==> src/rtl/row_buffer_pkg.sv <==
// Shared defaults, derived widths and the FSM state type for the row buffer controller.
package row_buffer_pkg;

  localparam int K_DEF           = 3;
  localparam int STRIDE_DEF      = 1;
  localparam int ROW_LEN_DEF     = 64;
  localparam int FRAME_WORDS_DEF = 1792;

  // Width of a counter over 0..n-1, never narrower than one bit.
  function automatic int w_of(input int n);
    return (n > 1) ? $clog2(n) : 1;
  endfunction

  localparam int ROWS_DEF  = FRAME_WORDS_DEF / ROW_LEN_DEF;
  localparam int COL_W_DEF = w_of(ROW_LEN_DEF);
  localparam int ROW_W_DEF = w_of(ROWS_DEF);
  localparam int BANK_W_DEF = w_of(K_DEF);

  typedef enum logic [2:0] {
    IDLE,
    FILL,
    STREAM,
    FLUSH,
    DONE
  } state_t;

endpackage

==> src/rtl/row_buffer_ctrl_if.sv <==
// Upstream beat, line-buffer write and PE window handshake bundle for row_buffer_ctrl.
interface row_buffer_ctrl_if #(
  parameter int K           = row_buffer_pkg::K_DEF,
  parameter int ROW_LEN     = row_buffer_pkg::ROW_LEN_DEF,
  parameter int FRAME_WORDS = row_buffer_pkg::FRAME_WORDS_DEF
);
  localparam int CW = row_buffer_pkg::w_of(ROW_LEN);
  localparam int RW = row_buffer_pkg::w_of(FRAME_WORDS / ROW_LEN);
  localparam int BW = row_buffer_pkg::w_of(K);

  logic          start;
  logic          in_valid;
  logic          in_ready;
  logic          lb_wr_en;
  logic [CW-1:0] lb_addr;
  logic [BW-1:0] lb_bank;
  logic          win_valid;
  logic          pe_ready;
  logic [RW-1:0] win_row;
  logic [CW-1:0] win_col;
  logic          frame_done;
  logic          busy;

  // master: upstream/PE side; slave: the controller
  modport master (
    output start, in_valid, pe_ready,
    input  in_ready, lb_wr_en, lb_addr, lb_bank, win_valid, win_row, win_col,
           frame_done, busy
  );

  modport slave (
    input  start, in_valid, pe_ready,
    output in_ready, lb_wr_en, lb_addr, lb_bank, win_valid, win_row, win_col,
           frame_done, busy
  );

endinterface

==> src/rtl/rb_pos_counter.sv <==
// Column/row/bank position tracker with stride phases for the row buffer controller.
module rb_pos_counter
  import row_buffer_pkg::*;
#(
  parameter int K       = K_DEF,
  parameter int STRIDE  = STRIDE_DEF,
  parameter int ROW_LEN = ROW_LEN_DEF,
  parameter int ROWS    = ROWS_DEF,
  localparam int CW = w_of(ROW_LEN),
  localparam int RW = w_of(ROWS),
  localparam int BW = w_of(K),
  localparam int SW = w_of(STRIDE)
) (
  input  logic          clk,
  input  logic          rst,
  input  logic          clr,
  input  logic          adv,
  output logic [CW-1:0] col,
  output logic [RW-1:0] row,
  output logic [BW-1:0] bank,
  output logic [SW-1:0] col_ph,
  output logic [SW-1:0] row_ph,
  output logic          col_last,
  output logic          row_last
);

  assign col_last = (col == CW'(ROW_LEN - 1));
  assign row_last = (row == RW'(ROWS - 1));

  // col_ph/row_ph track col%STRIDE and row%STRIDE without a divider
  always_ff @(posedge clk or posedge rst) begin
    if (rst) begin
      col    <= '0;
      row    <= '0;
      bank   <= '0;
      col_ph <= '0;
      row_ph <= '0;
    end else if (clr) begin
      col    <= '0;
      row    <= '0;
      bank   <= '0;
      col_ph <= '0;
      row_ph <= '0;
    end else if (adv) begin
      if (col_last) begin
        col    <= '0;
        col_ph <= '0;
        row    <= row_last ? '0 : row + 1'b1;
        row_ph <= (row_last || row_ph == SW'(STRIDE - 1)) ? '0 : row_ph + 1'b1;
        bank   <= (bank == BW'(K - 1)) ? '0 : bank + 1'b1;
      end else begin
        col    <= col + 1'b1;
        col_ph <= (col_ph == SW'(STRIDE - 1)) ? '0 : col_ph + 1'b1;
      end
    end
  end

endmodule

==> src/rtl/row_buffer_ctrl.sv <==
// Line-buffer write sequencing and KxK window issue for a streaming convolution front end.
// Optional feature: define ROWBUF_CTRL_PERF_EN to add the perf_stall_cnt output.
module row_buffer_ctrl
  import row_buffer_pkg::*;
#(
  parameter int K           = K_DEF,
  parameter int STRIDE      = STRIDE_DEF,
  parameter int ROW_LEN     = ROW_LEN_DEF,
  parameter int FRAME_WORDS = FRAME_WORDS_DEF
) (
  input  logic                  clk,
  input  logic                  rst,
  row_buffer_ctrl_if.slave      bus
`ifdef ROWBUF_CTRL_PERF_EN
  ,
  output logic [31:0]           perf_stall_cnt
`endif
);

  localparam int ROWS = FRAME_WORDS / ROW_LEN;
  localparam int CW   = w_of(ROW_LEN);
  localparam int RW   = w_of(ROWS);
  localparam int BW   = w_of(K);
  localparam int SW   = w_of(STRIDE);
  localparam int PH0  = (K - 1) % STRIDE;

  state_t        state, nxt;
  logic [CW-1:0] col;
  logic [RW-1:0] row;
  logic [BW-1:0] bank;
  logic [SW-1:0] col_ph, row_ph;
  logic          col_last, row_last;
  logic          clr, in_run, in_ready, accept, win_hit;
  logic          win_valid;
  logic [RW-1:0] win_row;
  logic [CW-1:0] win_col;

  rb_pos_counter #(
    .K(K), .STRIDE(STRIDE), .ROW_LEN(ROW_LEN), .ROWS(ROWS)
  ) u_pos (
    .clk(clk), .rst(rst), .clr(clr), .adv(accept),
    .col(col), .row(row), .bank(bank),
    .col_ph(col_ph), .row_ph(row_ph),
    .col_last(col_last), .row_last(row_last)
  );

  // A pending window blocks input so it can never be overwritten
  assign in_run   = (state == FILL) || (state == STREAM);
  assign in_ready = in_run && !(win_valid && !bus.pe_ready);
  assign accept   = bus.in_valid && in_ready;

  // Rows >= K-1 are implied by STREAM
  assign win_hit = (state == STREAM) && accept && (col >= CW'(K - 1)) &&
                   (col_ph == SW'(PH0)) && (row_ph == SW'(PH0));

  always_ff @(posedge clk or posedge rst) begin
    if (rst) state <= IDLE;
    else     state <= nxt;
  end

  always_comb begin
    nxt = state;
    clr = 1'b0;
    case (state)
      IDLE:   if (bus.start) begin
                nxt = FILL;
                clr = 1'b1;
              end
      FILL:   if (accept && row == RW'(K - 2) && col_last) nxt = STREAM;
      STREAM: if (accept && row_last && col_last) nxt = FLUSH;
      FLUSH:  if (!win_valid || bus.pe_ready) nxt = DONE;
      DONE:   nxt = IDLE;
      default: nxt = IDLE;
    endcase
  end

  // A new qualifying beat in the transfer cycle replaces the outgoing window
  always_ff @(posedge clk or posedge rst) begin
    if (rst) begin
      win_valid <= 1'b0;
      win_row   <= '0;
      win_col   <= '0;
    end else if (win_hit) begin
      win_valid <= 1'b1;
      win_row   <= row;
      win_col   <= col;
    end else if (win_valid && bus.pe_ready) begin
      win_valid <= 1'b0;
    end
  end

  assign bus.in_ready   = in_ready;
  assign bus.lb_wr_en   = accept;
  assign bus.lb_addr    = col;
  assign bus.lb_bank    = bank;
  assign bus.win_valid  = win_valid;
  assign bus.win_row    = win_row;
  assign bus.win_col    = win_col;
  assign bus.frame_done = (state == DONE);
  assign bus.busy       = (state != IDLE);

`ifdef ROWBUF_CTRL_PERF_EN
  always_ff @(posedge clk or posedge rst) begin
    if (rst)
      perf_stall_cnt <= '0;
    else if (state == IDLE && bus.start)
      perf_stall_cnt <= '0;
    else if (in_run && bus.in_valid && !in_ready && perf_stall_cnt != '1)
      perf_stall_cnt <= perf_stall_cnt + 1'b1;
  end
`endif

endmodule

==> src/flat_wrapper.sv <==
// flat-port wrapper written by rule: the top's interface ports become plain ports
module row_buffer_ctrl_flat import row_buffer_pkg::*;
#(
  parameter int K           = K_DEF,
  parameter int STRIDE      = STRIDE_DEF,
  parameter int ROW_LEN     = ROW_LEN_DEF,
  parameter int FRAME_WORDS = FRAME_WORDS_DEF
)
  (clk, rst, bus_start, bus_in_valid, bus_pe_ready, bus_in_ready, bus_lb_wr_en, bus_lb_addr, bus_lb_bank, bus_win_valid, bus_win_row, bus_win_col, bus_frame_done, bus_busy);
  row_buffer_ctrl_if #(.K(K), .ROW_LEN(ROW_LEN), .FRAME_WORDS(FRAME_WORDS)) bus_i ();
  input  logic clk;
  input  logic rst;
  input wire logic [$bits(bus_i.start)-1:0] bus_start;
  input wire logic [$bits(bus_i.in_valid)-1:0] bus_in_valid;
  input wire logic [$bits(bus_i.pe_ready)-1:0] bus_pe_ready;
  output wire logic [$bits(bus_i.in_ready)-1:0] bus_in_ready;
  output wire logic [$bits(bus_i.lb_wr_en)-1:0] bus_lb_wr_en;
  output wire logic [$bits(bus_i.lb_addr)-1:0] bus_lb_addr;
  output wire logic [$bits(bus_i.lb_bank)-1:0] bus_lb_bank;
  output wire logic [$bits(bus_i.win_valid)-1:0] bus_win_valid;
  output wire logic [$bits(bus_i.win_row)-1:0] bus_win_row;
  output wire logic [$bits(bus_i.win_col)-1:0] bus_win_col;
  output wire logic [$bits(bus_i.frame_done)-1:0] bus_frame_done;
  output wire logic [$bits(bus_i.busy)-1:0] bus_busy;
  assign bus_i.start = bus_start;
  assign bus_i.in_valid = bus_in_valid;
  assign bus_i.pe_ready = bus_pe_ready;
  assign bus_in_ready = bus_i.in_ready;
  assign bus_lb_wr_en = bus_i.lb_wr_en;
  assign bus_lb_addr = bus_i.lb_addr;
  assign bus_lb_bank = bus_i.lb_bank;
  assign bus_win_valid = bus_i.win_valid;
  assign bus_win_row = bus_i.win_row;
  assign bus_win_col = bus_i.win_col;
  assign bus_frame_done = bus_i.frame_done;
  assign bus_busy = bus_i.busy;
  row_buffer_ctrl #(.K(K), .STRIDE(STRIDE), .ROW_LEN(ROW_LEN), .FRAME_WORDS(FRAME_WORDS)) u_core (.clk(clk), .rst(rst), .bus(bus_i));
endmodule
==> config.mk <==
export PLATFORM = sky130hd
export DESIGN_NAME = row_buffer_ctrl_flat
export DESIGN_NICKNAME = d
export VERILOG_FILES = /design/src/rtl/row_buffer_pkg.sv /design/src/rtl/row_buffer_ctrl_if.sv /design/src/rtl/rb_pos_counter.sv /design/src/rtl/row_buffer_ctrl.sv /design/src/flat_wrapper.sv
export SDC_FILE = /design/constraint.sdc
export NUM_CORES = 1
export LEC_CHECK = 0
export ABC_AREA = 1
export CORE_MARGIN = 2
export CORE_UTILIZATION = 40
export CTS_BUF_LIST = sky130_fd_sc_hd__clkbuf_8 sky130_fd_sc_hd__clkbuf_16
export DETAILED_ROUTE_END_ITERATION = 7
export HOLD_SLACK_MARGIN = 0.05
export PLACE_DENSITY = 0.65
export SETUP_SLACK_MARGIN = 0.15
export SLEW_MARGIN = 40
export SYNTH_ARGS = -nofsm -noshare
export SYNTH_HDL_FRONTEND = slang
export SYNTH_SLANG_ARGS = --single-unit
==> constraint.sdc <==
create_clock -name clk -period 4.15 [get_ports clk]
set_input_delay 0.6225 -clock clk [delete_from_list [all_inputs] [get_ports clk]]
set_output_delay 0.6225 -clock clk [all_outputs]
set_load 0.005 [all_outputs]
==> key figures <==
Synth
  • Cells after Synth: 191
  • Syn Std Cell Area: 1550 um^2
  • Syn avg cell area: 8.12 um^2
  • Post-synthesis sequential area ratio: 0.468
  • Syn nets: 200
  • Synthesis Warnings: 0
  • Compound-gate portion of the synthesized area: 0.0468
  • Main combinational cell family by area after synthesis: simple AND/OR/NAND/NOR gates
  • Synth Area in Adders: 0.0323
  • Main synth FF type: dfrtp_1
  • Mux cell area share after synthesis: 0
  • Post-synth EDFFs: 0
  • Synth Area in XOR/XNOR: 0.0169
  • Yosys cell types: 30
  • Seq cells post-synth: 29
  • Simple-Gate Fraction of Synth Area: 0.378
  • Share of synthesized flip-flops with an asynchronous set or reset: 1.00

GRT
  • Grt peak-use layer: met2
  • Number of antenna violations at the first check in global routing: 0
  • Met1 GRT Util: 0.225
  • Total congestion overflow: 0
  • Largest net degree at the start of global routing: 30
  • First-pass GRT wire length: 5370 um
  • Number of global-route vias before repair: 1154
  • M3 GR Usage: 0.0460
  • M2 GR Usage: 0.235
  • Total GRT Usage: 0.161

STA
  • Final worst slack: 1.44 ns
  • WHS: 0.466 ns
  • Tmin final: 2.71 ns
  • Final slew viol count: 0
  • Hold Violations, Final: 0
  • Worst slew margin: 0.602
  • Clk_skew: 0.00413 ns
  • Achievable frequency: 369 MHz
  • RSZ-0062 raised after global routing: no
  • Final setup viols: 0
  • Setup TNS: 0 ns
  • Slew at the pin closest to its max-slew limit: 0.596 ns
  • Final worst path period share: 0.652

Floorplanning
  • Die span in x: 66.3 um
  • Ports: 29
  • Die footprint: 4390 um^2
  • Initial Util: 0.420
  • FP Rows: 22
  • Core area: 3690 um^2
  • Die Y: 66.3 um

Finish
  • Final core occ: 0.528
  • Nets: 230
  • Final instance area: 1950 um^2
  • Layout area overhead: 25.6%
  • Commonest non-fill, non-tap cells in the layout: 56 x nand2_1, 29 x dfrtp_1, 28 x clkdlybuf4s50_1, 25 x nand3_1, 17 x nor2_1
  • Filler Cells Inserted: 378
  • Area of the multi-input gates: 734 um^2
  • # diodes: 0
  • Register area: 726 um^2
  • Layout cells sized above 1: 0.104
  • Cell Count, Final, Fillers Out: 270
  • Most common cell after layout, fill and taps aside: nand2_1

Setup path
  • Crit end category: output port
  • Worst path max stage delay: 0.50 ns
  • Arr. time, crit path: 2.08 ns
  • Crit path launch type: input pin
  • CP max-delay cell: clkdlybuf4s50_1
  • Most frequent CP cell: clkdlybuf4s50_1
  • Max FO, Critical Path: 7
  • Crit path required time: 3.53 ns
  • CP Class: input pin to output port
  • Critical-path cell list: clkdlybuf4s50_1 -> nor2_1 -> inv_1 -> nand3_4 -> inv_2 -> clkdlybuf4s50_1

Clock tree
  • Post-cts sizing count: 0
  • H-tree Lvls: 2
  • Root Buffer: clkbuf_8
  • TritonCTS Sinks: 29
  • Setup Buffers After CTS: 0
  • TritonCTS clock tree: done
  • CTS Buffer Depth: 2
  • TritonCTS Buffers: 5
  • Clk_lat worst skew: 0.28 ns
  • Clock Pin Slew Worst Setup and Hold Paths: 0.06 ns
  • Hold buffer count at CTS: 0

Power
  • Final total power: 0.850 mW
  • Leak: 0.943 nW
  • P per Cell Area: 437 nW/um^2
  • Worst VDD drop: 203 uV

Route
  • Detailed-route via count: 1296
  • Number of detailed-route iterations in the first pass: 4
  • DRT iter0 DRCs: 88
  • DRC: 0
  • Avg WL per Cell: 11.8 um
  • Final ANT Viol Nets: 0
  • Vias/cell: 4.80
  • Routed WL: 3180 um

Run
  • Maxcap violations: 0

Placement
  • Placed Instance Area: 1860 um^2
  • I/O Buffers: 28
  • Post-Place Setup Slack: 1.43 ns
  • DP Cell Count: 262
  • GPL Wtd Cong: 0.831
  • DP HPWL: 2280 um

Status
  • Status: completed

Hold path
  • Min-Delay Path Class: flop to flop
-- synthesized netlist by cell type (2+ instances only) --
cell / n / area share
nand2_1: 56 / 0.14
dfrtp_1: 29 / 0.47
nand3_1: 25 / 0.081
nor2_1: 17 / 0.041
inv_1: 15 / 0.036
o21ai_0: 5 / 0.016
ha_1: 4 / 0.032
buf_2: 3 / 0.0097
nand2_4: 3 / 0.022
nand3b_1: 3 / 0.015
o21ai_1: 3 / 0.0097
xor2_1: 3 / 0.017
a21oi_1: 2 / 0.0065
inv_2: 2 / 0.0048
nand3_2: 2 / 0.013
nand4_1: 2 / 0.0081
nor2_2: 2 / 0.0081
nor3_1: 2 / 0.0065
nor3b_1: 2 / 0.0097
-- layer usage --
| layer | routed length [um] | vias up |
|---|---|---|
| li1 | - | 675 |
| met1 | 1580 | 585 |
| met2 | 1380 | 30 |
| met3 | 172 | 6 |
| met4 | 43 | 0 |
| met5 | 0 | - |
-- state kept, by name, summed over array words and instances, names as in the netlist --
signal and flops:
u_core.bus.win_col 6, u_core.bus.win_row 5, u_core.bus.win_valid 1, u_core.state 3
u_core.u_pos.bank 2, u_core.u_pos.col 6, u_core.u_pos.row 5, u_core.u_pos.row_ph 1
-- area by class of cell --
cell class	instances	area share
clock buffers	5	0.0353
clock inverters	3	0.00707
inverters	17	0.0328
multi-input cells	140	0.377
flip-flops and latches	29	0.373
well taps	48	0.0308
repair buffers	28	0.144
-- logic make-up after synthesis --
group,count (synthesis)
simple gates,120
flops,29
buf+inv,22
compound gates,13
fa+ha+maj,4
xor+xnor,3
-- report_power, final --
group | switching (mW) | internal [mW] | total [mW] | leakage, nW
Clock | 0.108 | 0.113 | 0.221 | 0.0491
Sequential | 0.0487 | 0.310 | 0.359 | 0.399
Combinational | 0.154 | 0.116 | 0.270 | 0.494
Total | 0.311 | 0.539 | 0.850 | 0.943
-- critical path, delay by kind of cell --
family        cells  cell delay, ns
simple gates      2            0.23
buf+inv           4            1.23
-- path summary, 6_finish.rpt --
path / startpoint / slack (ns) / cells after the start / endpoint
worst max-delay path: bus_pe_ready / 1.44 / 6 / bus_lb_wr_en
worst min-delay path: u_core.bus.win_row[1]$_DFFE_PP0P_ / 0.47 / 2 / u_core.bus.win_row[1]$_DFFE_PP0P_
worst max register to register: u_core.u_pos.col[0]$_DFFE_PP0P_ / 2.20 / 9 / u_core.bus.win_col[5]$_DFFE_PP0P_
worst min register to register: u_core.bus.win_row[1]$_DFFE_PP0P_ / 0.47 / 2 / u_core.bus.win_row[1]$_DFFE_PP0P_
max in group asynchronous: rst / 3.03 / 2 / u_core.u_pos.col[1]$_DFFE_PP0P_
min in group asynchronous: rst / 0.73 / 2 / u_core.u_pos.bank[1]$_DFFE_PP0P_
Note: power is estimated with default switching activity, not from simulation.
